### src/rtl/mem_pkg.sv
// Shared types and defaults for the data-memory arbiter: FSM states, owner IDs,
// and helpers for the starvation counter width and the address-validity rule.
package mem_pkg;

    localparam int unsigned MEM_BYTES_DFLT    = 512;
    localparam int unsigned STARVE_LIMIT_DFLT = 4;

    typedef enum logic [1:0] {
        IDLE   = 2'd0,
        ACCESS = 2'd1,
        RESP   = 2'd2
    } state_t;

    typedef enum logic {
        OWN_IF = 1'b0,
        OWN_LS = 1'b1
    } owner_t;

    function automatic int unsigned streak_width(input int unsigned limit);
        return ($clog2(limit + 1) > 3) ? $clog2(limit + 1) : 3;
    endfunction

    // Word access must be aligned and end inside the memory; unsigned over all 32 bits.
    function automatic logic addr_err(input logic [31:0] addr, input int unsigned mem_bytes);
        return (addr[1:0] != 2'b00) || (addr > (mem_bytes - 32'd4));
    endfunction

endpackage

### src/rtl/mem_arb_pick.sv
// Combinational winner selection: load/store by default, fetch when it is the
// only requester or when load/store has used up its starvation allowance.
module mem_arb_pick
    import mem_pkg::*;
#(
    parameter int unsigned STARVE_LIMIT = STARVE_LIMIT_DFLT,
    parameter int unsigned SW           = streak_width(STARVE_LIMIT)
) (
    input  logic          if_req_i,
    input  logic          ls_req_i,
    input  logic [SW-1:0] ls_streak_i,
    output owner_t        winner_o,
    output logic          grant_valid_o
);

    always_comb begin
        grant_valid_o = if_req_i | ls_req_i;
        winner_o      = OWN_LS;
        if (if_req_i && (!ls_req_i || (ls_streak_i == SW'(STARVE_LIMIT)))) begin
            winner_o = OWN_IF;
        end
    end

endmodule

### src/rtl/mem_arbiter.sv
// Two-port (fetch / load-store) access controller for the shared data memory.
// Each access runs IDLE -> ACCESS -> RESP with registered response data.
module mem_arbiter
    import mem_pkg::*;
#(
    parameter int unsigned MEM_BYTES    = MEM_BYTES_DFLT,
    parameter int unsigned STARVE_LIMIT = STARVE_LIMIT_DFLT
) (
    input  logic        CLK,
    input  logic        RST,
    input  logic        if_req,
    input  logic [31:0] if_addr,
    output logic        if_ack,
    output logic        if_rvalid,
    output logic [31:0] if_rdata,
    output logic        if_err,
    input  logic        ls_req,
    input  logic        ls_we,
    input  logic [31:0] ls_addr,
    input  logic [31:0] ls_wdata,
    output logic        ls_ack,
    output logic        ls_rvalid,
    output logic [31:0] ls_rdata,
    output logic        ls_err,
    output logic        mem_read,
    output logic        mem_write,
    output logic [31:0] mem_addr,
    output logic [31:0] mem_dataIn,
    input  logic [31:0] mem_dataOut,
    output logic        busy
);

    localparam int unsigned SW = streak_width(STARVE_LIMIT);

    state_t        state_q,  state_d;
    owner_t        owner_q,  owner_d;
    logic          op_we_q,  op_we_d;
    logic [31:0]   addr_q,   addr_d;
    logic [31:0]   wdata_q,  wdata_d;
    logic          err_q,    err_d;
    logic [31:0]   rdata_q,  rdata_d;
    logic [SW-1:0] streak_q, streak_d;

    owner_t        winner;
    logic          grant_valid;
    logic [31:0]   sel_addr;

    mem_arb_pick #(
        .STARVE_LIMIT (STARVE_LIMIT),
        .SW           (SW)
    ) u_pick (
        .if_req_i      (if_req),
        .ls_req_i      (ls_req),
        .ls_streak_i   (streak_q),
        .winner_o      (winner),
        .grant_valid_o (grant_valid)
    );

    assign sel_addr = (winner == OWN_LS) ? ls_addr : if_addr;

    always_comb begin
        state_d  = state_q;
        owner_d  = owner_q;
        op_we_d  = op_we_q;
        addr_d   = addr_q;
        wdata_d  = wdata_q;
        err_d    = err_q;
        rdata_d  = rdata_q;
        streak_d = streak_q;

        unique case (state_q)
            IDLE: begin
                if (grant_valid) begin
                    owner_d = winner;
                    op_we_d = (winner == OWN_LS) ? ls_we : 1'b0;
                    addr_d  = sel_addr;
                    wdata_d = (winner == OWN_LS) ? ls_wdata : '0;
                    err_d   = addr_err(sel_addr, MEM_BYTES);
                    state_d = ACCESS;
                    // Streak counts only LS wins that made a waiting fetch wait longer.
                    if (!if_req || (winner == OWN_IF)) begin
                        streak_d = '0;
                    end else if (streak_q != SW'(STARVE_LIMIT)) begin
                        streak_d = streak_q + 1'b1;
                    end
                end
            end
            ACCESS: begin
                rdata_d = (!op_we_q && !err_q) ? mem_dataOut : '0;
                state_d = RESP;
            end
            RESP: begin
                state_d = IDLE;
            end
            default: begin
                state_d = IDLE;
            end
        endcase
    end

    always_ff @(posedge CLK) begin
        if (RST) begin
            state_q  <= IDLE;
            owner_q  <= OWN_IF;
            op_we_q  <= 1'b0;
            addr_q   <= '0;
            wdata_q  <= '0;
            err_q    <= 1'b0;
            rdata_q  <= '0;
            streak_q <= '0;
        end else begin
            state_q  <= state_d;
            owner_q  <= owner_d;
            op_we_q  <= op_we_d;
            addr_q   <= addr_d;
            wdata_q  <= wdata_d;
            err_q    <= err_d;
            rdata_q  <= rdata_d;
            streak_q <= streak_d;
        end
    end

    assign if_ack    = (state_q == ACCESS) && (owner_q == OWN_IF);
    assign ls_ack    = (state_q == ACCESS) && (owner_q == OWN_LS);
    assign if_rvalid = (state_q == RESP) && (owner_q == OWN_IF);
    assign ls_rvalid = (state_q == RESP) && (owner_q == OWN_LS);
    assign if_rdata  = if_rvalid ? rdata_q : '0;
    assign ls_rdata  = ls_rvalid ? rdata_q : '0;
    assign if_err    = if_rvalid & err_q;
    assign ls_err    = ls_rvalid & err_q;

    // Write strobe is cut by RST directly so a reset in ACCESS never commits.
    assign mem_read   = (state_q == ACCESS) && !op_we_q && !err_q;
    assign mem_write  = (state_q == ACCESS) && op_we_q && !err_q && !RST;
    assign mem_addr   = addr_q;
    assign mem_dataIn = wdata_q;
    assign busy       = (state_q != IDLE);

endmodule

### config.mk
export PLATFORM = sky130hd
export DESIGN_NAME = mem_arbiter
export DESIGN_NICKNAME = d
export VERILOG_FILES = /design/src/rtl/mem_pkg.sv /design/src/rtl/mem_arb_pick.sv /design/src/rtl/mem_arbiter.sv
export SDC_FILE = /design/constraint.sdc
export NUM_CORES = 1
export LEC_CHECK = 0
export ABC_AREA = 1
export BUFFER_PORTS_ARGS = -buffer_cell sky130_fd_sc_hd__buf_2
export CORE_MARGIN = 3
export CORE_UTILIZATION = 48
export CTS_CLUSTER_DIAMETER = 120
export DETAILED_ROUTE_END_ITERATION = 10
export GPL_ROUTABILITY_DRIVEN = 0
export HOLD_SLACK_MARGIN = 0.12
export PLACE_DENSITY = 0.86
export SETUP_SLACK_MARGIN = 0.2
export SLEW_MARGIN = 5
export SYNTH_ARGS = -nofsm -noshare
export SYNTH_HDL_FRONTEND = slang
export SYNTH_SLANG_ARGS = --single-unit
### constraint.sdc
create_clock -name CLK -period 4.5 [get_ports CLK]
set_clock_uncertainty 0.15 [all_clocks]
set_input_delay 0.45 -clock CLK [delete_from_list [all_inputs] [get_ports CLK]]
set_output_delay 0.45 -clock CLK [all_outputs]
set_load 0.1 [all_outputs]
==> flow_metrics.env <==
export IMPL_synthesis_nets=840
export IMPL_hold_ws_ns=0.175
export IMPL_die_w_um=105
export IMPL_combPwrFrac=0.341
export IMPL_dieArea_sq_mm=0.0110
export IMPL_drcViolationCount=0
export IMPL_clkSinkCount=104
export IMPL_worstSetupStartpointType="register"
export IMPL_leakage_nw=3.24
export IMPL_dp_hpwl_um=10400
export IMPL_worst_pin_slew_ns=0.955
export IMPL_postCtsHoldBufs=0
export IMPL_grt_overflow_total=0
export IMPL_status="completed"
export IMPL_rsz0062_at_grt="no"
export IMPL_clk_pin_slew_ns=0.11
export IMPL_synthAdderAreaFrac=0.00532
export IMPL_via_per_inst=4.86
export IMPL_p_sw_frac=0.429
export IMPL_worst_ep_required_time_ns=4.61
export IMPL_synthMuxAreaShare=0
export IMPL_clock_path_buffers=2
export IMPL_syn_inst=705
export IMPL_arrival_ns=3.04
export IMPL_area_delta_synth_final_pct=32.3
export IMPL_grt_max_degree=64
export IMPL_yosysWarnings=0
export IMPL_crit_fanout=45
export IMPL_crit_path_end="err_q$_SDFFE_PP0P_"
export IMPL_critPathKind="reg -> reg"
export IMPL_r2r_end="err_q$_SDFFE_PP0P_"
export IMPL_cap_viol_max_count=0
export IMPL_drt_iter0_drc=365
export IMPL_synth_seq_cells=104
export IMPL_ys_seq_area_frac=0.443
export IMPL_io_pins=270
export IMPL_nNetsFinal=1077
export IMPL_ant_nets=0
export IMPL_p_int_w=0.00136
export IMPL_synth_compound_area_frac=0.137
export IMPL_post_route_min_period_ns=2.92
export IMPL_clkPwrFrac=0.225
export IMPL_cts_tree="built"
export IMPL_htree_levels=3
export IMPL_hold_depth=3
export IMPL_fin_tns_setup_ns=0
export IMPL_port_buffers=269
export IMPL_reg2regPathDepth=13
export IMPL_synth_xor_area_share=0.00186
export IMPL_slew_headroom=0.363
export IMPL_die_height_um=105
export IMPL_drive_above_1_share=0.313
export IMPL_vdd_drop_max_v=0.000253
export IMPL_ys_types=25
export IMPL_clock_latency_ns=0.36
export IMPL_num_vias=5231
export IMPL_synth_top_family_by_area="simple AND/OR/NAND/NOR gates"
export IMPL_r2r_slack_ns=1.58
export IMPL_cts_resized=0
export IMPL_period_share=0.650
export IMPL_power_density_mw_per_mm2=382
export IMPL_final_hold_viol_count=0
export IMPL_num_rows=35
export IMPL_cts_root_buffer="clkbuf_8"
export IMPL_fmax_ghz=0.342
export IMPL_nFillCells=905
export IMPL_netlist_area_sq_mm=0.00470
export IMPL_p_switching_w=0.00102
export IMPL_drt_wl_total_um=13900
export IMPL_seqPwrFrac=0.434
export IMPL_synth_simple_area_share=0.303
export IMPL_hold_path_class="in -> reg"
export IMPL_finalSetupViolCount=0
export IMPL_grt_pass1_wl_um=22300
export IMPL_wire_per_inst_um=12.9
export IMPL_core_area_sq_mm=0.00937
export IMPL_initial_core_util=0.502
export IMPL_num_antenna_cells=0
export IMPL_syn_avg_cell_area_sq_um=6.67
export IMPL_cts_setup_buffers=0
export IMPL_antenna_found_initial=1
export IMPL_track_usage=0.243
export IMPL_reg2reg_from="streak_q[0]$_SDFFE_PP0P_"
export IMPL_cts_inserted_buffers=9
export IMPL_end_kind="register"
export IMPL_crit_start="streak_q[0]$_SDFFE_PP0P_"
export IMPL_grt_pass1_vias=4752
export IMPL_drv_slew=0
export IMPL_firstDrtPassIters=5
==> critical path, cell delays in order, from the launching register on <==
cell and delay [ns]:
dfxtp_1 0.36, inv_1 0.07, ha_1 0.19, nand2_1 0.06
nand2_1 0.37, nand2_2 0.54, buf_4 0.49, nand2_1 0.10
nand2_1 0.10, nand2_1 0.06, nor2_1 0.10, nand3_1 0.08
nor2_1 0.10, nor2_1 0.05
==> routing by layer <==
| layer | share of wire | wire length, um | up-vias | GRT usage |
|---|---|---|---|---|
| met5 | 0.00051 | 7 | - | 0 |
| met4 | 0.027 | 374 | 2 | 0.0909 |
| met3 | 0.078 | 1090 | 33 | 0.0673 |
| met2 | 0.48 | 6700 | 225 | 0.413 |
| met1 | 0.41 | 5680 | 2299 | 0.292 |
| li1 | - | - | 2672 | - |
==> how the worst min path moves through the flow <==
stage,from,end,slack [ns]
2_1_floorplan,rdata_q[0]$_SDFFE_PP0N_,rdata_q[0]$_SDFFE_PP0N_,0.30
3_3_place_gp,mem_dataIn[7]$_SDFFE_PP0P_,mem_dataIn[7]$_SDFFE_PP0P_,0.30
3_5_place_dp,mem_dataIn[26]$_SDFFE_PP0P_,mem_dataIn[26]$_SDFFE_PP0P_,0.30
4_1_cts,mem_dataOut[23],rdata_q[23]$_SDFFE_PP0N_,0.16
5_1_grt,mem_dataOut[17],rdata_q[17]$_SDFFE_PP0N_,0.16
6_report,mem_dataOut[23],rdata_q[23]$_SDFFE_PP0N_,0.17
==> cells by family (layout without fill, tap and decap cells) <==
group / count (synthesis) / in the layout
and+or+nand+nor: 353 / 353
adders and majority gates: 2 / 2
xor gates and xnor gates: 1 / 1
DFF: 104 / 104
buffers and inverters: 128 / 370
AOI/OAI and AO/OA: 117 / 117
==> placed cells by master (no fill, tap or decap), drive strengths merged <==
cell / n
and3: 1
inv: 83
clkbuf: 9
or2: 1
nand2: 186
a211oi: 1
o211a: 1
nor3: 3
nand3: 47
o21ai: 27
a31oi: 7
buf: 274
clkinvlp: 1
xor2: 1
nand3b: 6
a21oi: 69
nor2: 109
dfxtp: 104
o211ai: 12
ha: 2
clkinv: 3
==> registers in the layout, indices dropped and copies added (netlist names) <==
name / count
mem_addr: 32
rdata_q: 32
op_we_q: 1
owner_q: 1
streak_q: 3
err_q: 1
state_q: 2
mem_dataIn: 32
==> cells in the mapped netlist <==
cell	n	area share
a211oi_1	1	0.0016
a21oi_1	68	0.072
a21oi_4	1	0.0035
a31oi_1	7	0.0093
and3_1	1	0.0013
buf_2	19	0.020
buf_4	4	0.0064
clkbuf_1	25	0.020
dfxtp_1	104	0.44
ha_1	2	0.0053
inv_1	79	0.063
inv_2	1	0.00080
nand2_1	185	0.15
nand2_2	1	0.0013
nand3_1	47	0.050
nand3b_1	6	0.0096
nor2_1	109	0.087
nor3_1	2	0.0021
nor3_2	1	0.0021
o211a_1	1	0.0021
o211ai_1	12	0.019
o21ai_0	26	0.028
o21ai_1	1	0.0011
or2_1	1	0.0013
xor2_1	1	0.0019
==> layout make-up <==
class                      count  area (sq um)  share of cell area
clock buffer                   9           124              0.0199
clock inverter                 7          52.6             0.00845
inverter                      80           300              0.0483
multi-input combinational    473          2120               0.340
sequential                   104          2080               0.335
tap                          129           161              0.0260
timing repair buffer         274          1380               0.222
==> power groups by stage <==
stage          clock [W]  combinational [W]  sequential, W
2_1_floorplan          0           0.000270        0.00143
3_3_place_gp           0           0.000808        0.00105
3_5_place_dp           0           0.000815        0.00105
4_1_cts         0.000554           0.000816        0.00103
5_1_grt         0.000581           0.000865        0.00104
6_report        0.000534           0.000812        0.00103
==> stage by stage <==
stage,area [sq um],total power (W),setup WS [ns],utilization,std cells
4_1_cts,6220,0.00240,1.56,0.664,1076
3_5_place_dp,6040,0.00187,1.57,0.645,1060
6_report,6220,0.00238,1.58,0.664,1076
3_3_place_gp,6040,0.00186,1.65,0.645,1060
5_1_grt,6220,0.00249,1.24,0.664,1076
2_1_floorplan,4710,0.00170,0.411,-,705
No activity file was read; power rests on OpenSTA's default activity.
